===== config.mk =====
export PLATFORM = sky130hd
export DESIGN_NAME = controller
export DESIGN_NICKNAME = d
export VERILOG_FILES = /design/src/rtl/controller_pkg.sv /design/src/rtl/controller_main_decoder.sv /design/src/rtl/controller.sv
export SDC_FILE = /design/constraint.sdc
export NUM_CORES = 1
export LEC_CHECK = 0
export CAP_MARGIN = 0
export CORE_MARGIN = 2
export CORE_UTILIZATION = 32
export CTS_BUF_LIST = sky130_fd_sc_hd__clkbuf_16
export CTS_CLUSTER_SIZE = 25
export DETAILED_ROUTE_END_ITERATION = 10
export PLACE_DENSITY_LB_ADDON = 0.05
export SLEW_MARGIN = 20
export SYNTH_ARGS = -nofsm -noshare
export SYNTH_HDL_FRONTEND = slang
export SYNTH_HIERARCHICAL = 1
export SYNTH_SLANG_ARGS = --single-unit

===== constraint.sdc =====
create_clock -name Clk -period 1.9 [get_ports Clk]
set_input_delay 0.19 -clock Clk [delete_from_list [all_inputs] [get_ports Clk]]
set_output_delay 0.19 -clock Clk [all_outputs]
set_load 0.005 [all_outputs]

===== src/rtl/controller_pkg.sv =====
// Shared opcode/ALUOp encodings and the control-field struct for the main controller.
package controller_pkg;

  localparam logic [5:0] OP_RTYPE = 6'b000000;
  localparam logic [5:0] OP_LW    = 6'b100011;
  localparam logic [5:0] OP_SW    = 6'b101011;
  localparam logic [5:0] OP_BEQ   = 6'b000100;
  localparam logic [5:0] OP_BNE   = 6'b000101;
  localparam logic [5:0] OP_ADDI  = 6'b001000;

  localparam logic [1:0] ALUOP_ADD   = 2'b00;
  localparam logic [1:0] ALUOP_SUB   = 2'b01;
  localparam logic [1:0] ALUOP_FUNCT = 2'b10;

  // Datapath control fields produced by the decoder. branch_ne selects ~Zero for PCSrc.
  typedef struct packed {
    logic       reg_dst;
    logic [1:0] alu_op;
    logic       alu_src;
    logic       branch;
    logic       branch_ne;
    logic       mem_read;
    logic       mem_write;
    logic       mem_to_reg;
    logic       reg_write;
  } ctrl_t;

  localparam ctrl_t CTRL_NONE = '{
    reg_dst:    1'b0,
    alu_op:     ALUOP_ADD,
    alu_src:    1'b0,
    branch:     1'b0,
    branch_ne:  1'b0,
    mem_read:   1'b0,
    mem_write:  1'b0,
    mem_to_reg: 1'b0,
    reg_write:  1'b0
  };

endpackage


===== src/rtl/controller_main_decoder.sv =====
// Combinational opcode decoder: opcode -> control struct plus illegal-opcode flag.
module main_decoder
  import controller_pkg::*;
(
  input  logic [5:0] opcode,
  output ctrl_t      ctrl,
  output logic       illegal
);

  // Decode opcode; unknown opcodes leave every control at zero so nothing is written.
  always_comb begin
    ctrl    = CTRL_NONE;
    illegal = 1'b0;
    case (opcode)
      OP_RTYPE: begin
        ctrl.reg_dst   = 1'b1;
        ctrl.alu_op    = ALUOP_FUNCT;
        ctrl.reg_write = 1'b1;
      end
      OP_LW: begin
        ctrl.alu_src    = 1'b1;
        ctrl.alu_op     = ALUOP_ADD;
        ctrl.mem_read   = 1'b1;
        ctrl.mem_to_reg = 1'b1;
        ctrl.reg_write  = 1'b1;
      end
      OP_SW: begin
        ctrl.alu_src   = 1'b1;
        ctrl.alu_op    = ALUOP_ADD;
        ctrl.mem_write = 1'b1;
      end
      OP_BEQ: begin
        ctrl.branch = 1'b1;
        ctrl.alu_op = ALUOP_SUB;
      end
      OP_BNE: begin
        ctrl.branch    = 1'b1;
        ctrl.branch_ne = 1'b1;
        ctrl.alu_op    = ALUOP_SUB;
      end
      OP_ADDI: begin
        ctrl.alu_src   = 1'b1;
        ctrl.alu_op    = ALUOP_ADD;
        ctrl.reg_write = 1'b1;
      end
      default: begin
        illegal = 1'b1;
      end
    endcase
  end

endmodule


===== src/rtl/controller.sv =====
// Main control unit: decodes the opcode, resolves PCSrc from Zero, registers all outputs.
module controller
  import controller_pkg::*;
(
  input  logic        Clk,
  input  logic        Rst,
  input  logic [31:0] Instruction,
  input  logic        Zero,
  output logic        RegDst,
  output logic [1:0]  ALUOp,
  output logic        ALUZero,
  output logic        ALUSrc,
  output logic        Branch,
  output logic        MemRead,
  output logic        MemWrite,
  output logic        MemtoReg,
  output logic        RegWrite,
  output logic        PCSrc,
  output logic        Debug
);

  ctrl_t ctrl;
  logic  illegal;
  logic  pc_src;

  main_decoder u_main_decoder (
    .opcode  (Instruction[31:26]),
    .ctrl    (ctrl),
    .illegal (illegal)
  );

  // Branch resolution: beq takes on Zero, bne on ~Zero; non-branches never take.
  always_comb begin
    pc_src = 1'b0;
    if (ctrl.branch) begin
      pc_src = ctrl.branch_ne ? ~Zero : Zero;
    end
  end

  // Output register; synchronous reset has priority over decode.
  always_ff @(posedge Clk) begin
    if (Rst) begin
      RegDst   <= 1'b0;
      ALUOp    <= 2'b00;
      ALUZero  <= 1'b0;
      ALUSrc   <= 1'b0;
      Branch   <= 1'b0;
      MemRead  <= 1'b0;
      MemWrite <= 1'b0;
      MemtoReg <= 1'b0;
      RegWrite <= 1'b0;
      PCSrc    <= 1'b0;
      Debug    <= 1'b0;
    end else begin
      RegDst   <= ctrl.reg_dst;
      ALUOp    <= ctrl.alu_op;
      ALUZero  <= Zero;
      ALUSrc   <= ctrl.alu_src;
      Branch   <= ctrl.branch;
      MemRead  <= ctrl.mem_read;
      MemWrite <= ctrl.mem_write;
      MemtoReg <= ctrl.mem_to_reg;
      RegWrite <= ctrl.reg_write;
      PCSrc    <= pc_src;
      Debug    <= illegal;
    end
  end

endmodule


Word level (Yosys, flattened, before mapping)
Index checks and enable logic that the tools add are counted.

word-level totals
  bits of input ports = 35
  bits in latches = 0
  logic and storage cells = 33
  memories = 0
  output and inout bits = 12
  RAM bits = 0
  ROM bits = 0
  register bits after elaboration = 11

cells by class
  reduce and logical (&&, ||, !) cells = 6
  add/subtract/negate cells = 0
  eq/ne operators = 5
  shifts and indexed selects = 0
  order comparisons = 0
  bitwise operators = 2
  divide/modulo/power cells = 0
  mux-type cells = 10
  multiply operators = 0

operators by type and width
  operator                                       number
  == test 6 x 3 -> 1 bit, second input constant  2
  == test 6 bit, second input constant           2
  2-to-1 mux 1 bit                               9
  == test 6 x 4 -> 1 bit, second input constant  1
  logical NOT 6 bit                              1
  OR reduction 3 bit                             2
  OR reduction 6 bit                             1
  one-hot mux 2 bit (2 select lines)             1
  OR reduction 2 bit                             2
  inverter 1 bit                                 2

Depth between registers and ports, before layout
  depth after elaboration = 5
  depth in mapped cells = 4
  gate-level depth less buffers = 4

Hierarchy
Netlist, hierarchy kept.

by module, submodules not included
  module        area an instance (um2)  instances  cells each  sequential area each (um2)
  controller    362.8                   1          26          240.2
  main_decoder  158.9                   1          21          0.0

Worst setup path before layout
No wires, ideal clock.

  path kind = in2reg
  start = input Instruction[28]
  end = register Debug
  required time = 1,786 ps
  buffers on the path = 1
  stages = 4
  slack = 716 ps
  arrival time = 1,070 ps
  cell sequence = buf_2 -> or4b_1 -> a31o_1 -> nor2b_2

on the way
  word-level cells in the longest chain between the ends = 3
  elaborated cells on any way between the ends = 8

ends and longest elaborated chain
  item                                     line                           RTL
  start: declaration                       controller.sv:7                input logic [31:0] Instruction,
  == test 6 bit (tied with other cells)    controller_main_decoder.sv:14  case (opcode)
  OR reduction 6 bit (no source line) (*)  n/a
  2-to-1 mux 1 bit (*)                     controller_main_decoder.sv:14
  named net illegal                        controller.sv:23               logic illegal;
  end signal: assignment                   controller.sv:65               Debug <= illegal;
  end: declaration                         controller.sv:19               output logic Debug

The timed path passes the listed nets; every way through them passes the cells marked *.
A chain may end at the register's enable or synchronous reset.

==> reports/metrics.yaml <==
status: "finished clean"
yosysSeqAreaShare_pct: 46.0
portBuffers: 20
synth_edf_count: 0
num-nets-final: 106
initial_utilization_pct: 34.2
yosys.cell_count.top_type: "dfxtp_1"
crit_cells: 4
ys_ff_latch: 12
cts.hold.buffers_added: 0
grt_max_degree: 10
die_w_um: 44.4
grt-ovfl-total: 0
antenna-diode-count: 0
final_antenna_net_count: 0
die_h_um: 44.4
synth_common_cells: "12 x dfxtp_1, 11 x nor2b_2, 3 x and2_1"
maxSlewViolCount: 0
fmax_mhz: 668
grt_pass1_wl_um: 1410
finalCriticalPeriod_ps: 1500
cpPeakStageDelay_ps: 580
internal_power_uw: 569
synth_cell_types: 19
cts_resized: 0
finalSetupViolCount: 0
cts_sinks: 12
layout-drive-gt1-share_pct: 27.1
synth-main-ff-cell: "dfxtp_1"
path_buf_inv: 1
p_switching_uw: 127
comb_power_share_pct: 8.8
setup_slack_ps: 402
swShare_pct: 18.2
crit_arrival_ps: 1670
instances_no_fill: 86
p_leak_nw: 0.289
cpMaxStageDelayCell: "or4b_1"
endpoint_kind: "flip-flop"
grt_pass1_vias: 352
required_ps: 2080
clock_path_buffers: 2
drv_cap: 0
antenna_found_initial: 0
rows: 14
ir_drop_mv: 0.562
relSlewSlack_pct: 75.3
area_growth_pct: 55.6
synth_top_area_cell: "dfxtp_1"
p_clk_share_pct: 54.1
dieArea_mm2: 0.00197
avgViaCountPerCell: 4.78
drt_iter0_markers: 2
hold_path_end: "ALUZero$_SDFF_PP0_"
cts_setup_buffers: 0
critPathKind: "input port to flip-flop"
io_pins: 47
async_flop_share_pct: 0
min-delay-path-class: "input port to flip-flop"
p_seq_share_pct: 37.1
finalCritPeriodShare_pct: 78.8
rsz0062_at_grt: "no"
dr.pass1.iters: 2
synth.net_count: 82
cts_root_buf: "clkbuf_16"
worstSetupStartpointType: "input port"
num_vias: 411
cts_buffers: 3
path_cells: "clkdlybuf4s50_1 > or4b_1 > a211oi_2 > nor2b_2"
powerDensity_mw_per_mm2: 857
htreeDepth: 1
syn_area_um2: 522
route.detailed.drc: 0
min-delay-start: "Zero"
synthCells: 47
preCtsSetupSlack_ps: 167
synth_top_area_share_pct: 46.0
dp_cells: 82
track_usage_pct: 9.98
core-area_mm2: 0.00152
tritoncts: "built"
fin_setup_tns_ps: 0
dpl.hpwl_um: 650
worst_pin_slew_ps: 367
syn_area_per_cell_um2: 11.1
synth_area_leaders: "dfxtp_1 46%, nor2b_2 18%, or4b_1 3.8%"
place.gp.congestion: 0.721
yosysWarnings: 6
crit_fanout: 9
finalHoldViolations: 0
worstHoldPathCells: 2
wl_per_cell_um: 10.5
path_delay_family: "simple AND/OR/NAND/NOR gates"
cts.clk_slew.worst_paths_ps: 40
totalWireLength_um: 904
## metrics by stage
stage | total power, mW | util [%] | hold slack (ps) | area (µm²)
6_report | 0.696 | 53.3 | 589 | 812
5_1_grt | 0.726 | 53.3 | 606 | 812
4_1_cts | 0.706 | 53.3 | 593 | 812
3_5_place_dp | 0.324 | 48.1 | 838 | 733
3_3_place_gp | 0.324 | 48.1 | 831 | 733
2_1_floorplan | 0.286 | - | 260 | 522
## layer usage
layer,share of wire (%),track usage (%),vias to the layer above,routed length (µm)
li1,-,-,210,-
met1,51,12.8,186,463
met2,42,15.3,15,383
met3,6.3,3.67,0,57
met4,0,3.64,0,0
met5,0,0,-,0
## power groups by stage
stage	Sequential, mW	Combinational [mW]	Clock [mW]
6_report	0.258	0.0610	0.376
5_1_grt	0.258	0.0659	0.402
4_1_cts	0.258	0.0618	0.386
3_5_place_dp	0.263	0.0614	0
3_3_place_gp	0.262	0.0613	0
2_1_floorplan	0.263	0.0222	0
## layout make-up
type                    instances  area (µm²)
multi-input cells              31         250
clock buffers                   3        75.1
fillers                       140         712
clock inverters                 1        3.75
repair buffers                 23         223
well taps                      16        20.0
flip-flops and latches         12         240
## cells by family (layout without fill, tap and decap cells)
| family | Yosys count | in the layout | share of synthesized area (%) |
|---|---|---|---|
| buffers and inverters | 4 | 27 | 5.99 |
| xor gates and xnor gates | 1 | 1 | 1.68 |
| AOI/OAI and AO/OA | 3 | 3 | 5.52 |
| and+or+nand+nor | 27 | 27 | 40.8 |
| DFF | 12 | 12 | 46.0 |
## placed cells by master, fill, tap and decap left out, drive strengths merged, types with 2 or more instances in the layout
master and instances:
clkdlybuf4s50 20, or4 2, clkbuf 3, nor2b 11
or4b 2, nor4 2, dfxtp 12, and2 3
buf 3, nand4b 2, a211oi 2
## flip-flops by register name, indices dropped and copies added (netlist names)
name and cells:
ALUOp 2, ALUSrc 1, ALUZero 1, Branch 1
Debug 1, MemRead 1, MemWrite 1, MemtoReg 1
PCSrc 1, RegDst 1, RegWrite 1
## worst max-delay path by stage
stage / start / end / slack [ps]
after detailed placement: Instruction[31] / Debug$_SDFF_PP0_ / 170
after global placement: Instruction[31] / ALUSrc$_SDFF_PP0_ / 180
final: Instruction[31] / ALUSrc$_SDFF_PP0_ / 400
after floorplan: Instruction[28] / Debug$_SDFF_PP0_ / 720
after CTS: Instruction[31] / ALUSrc$_SDFF_PP0_ / 400
after global routing: Instruction[31] / PCSrc$_SDFF_PP0_ / 290
Note: power is estimated with default switching activity, not from simulation.
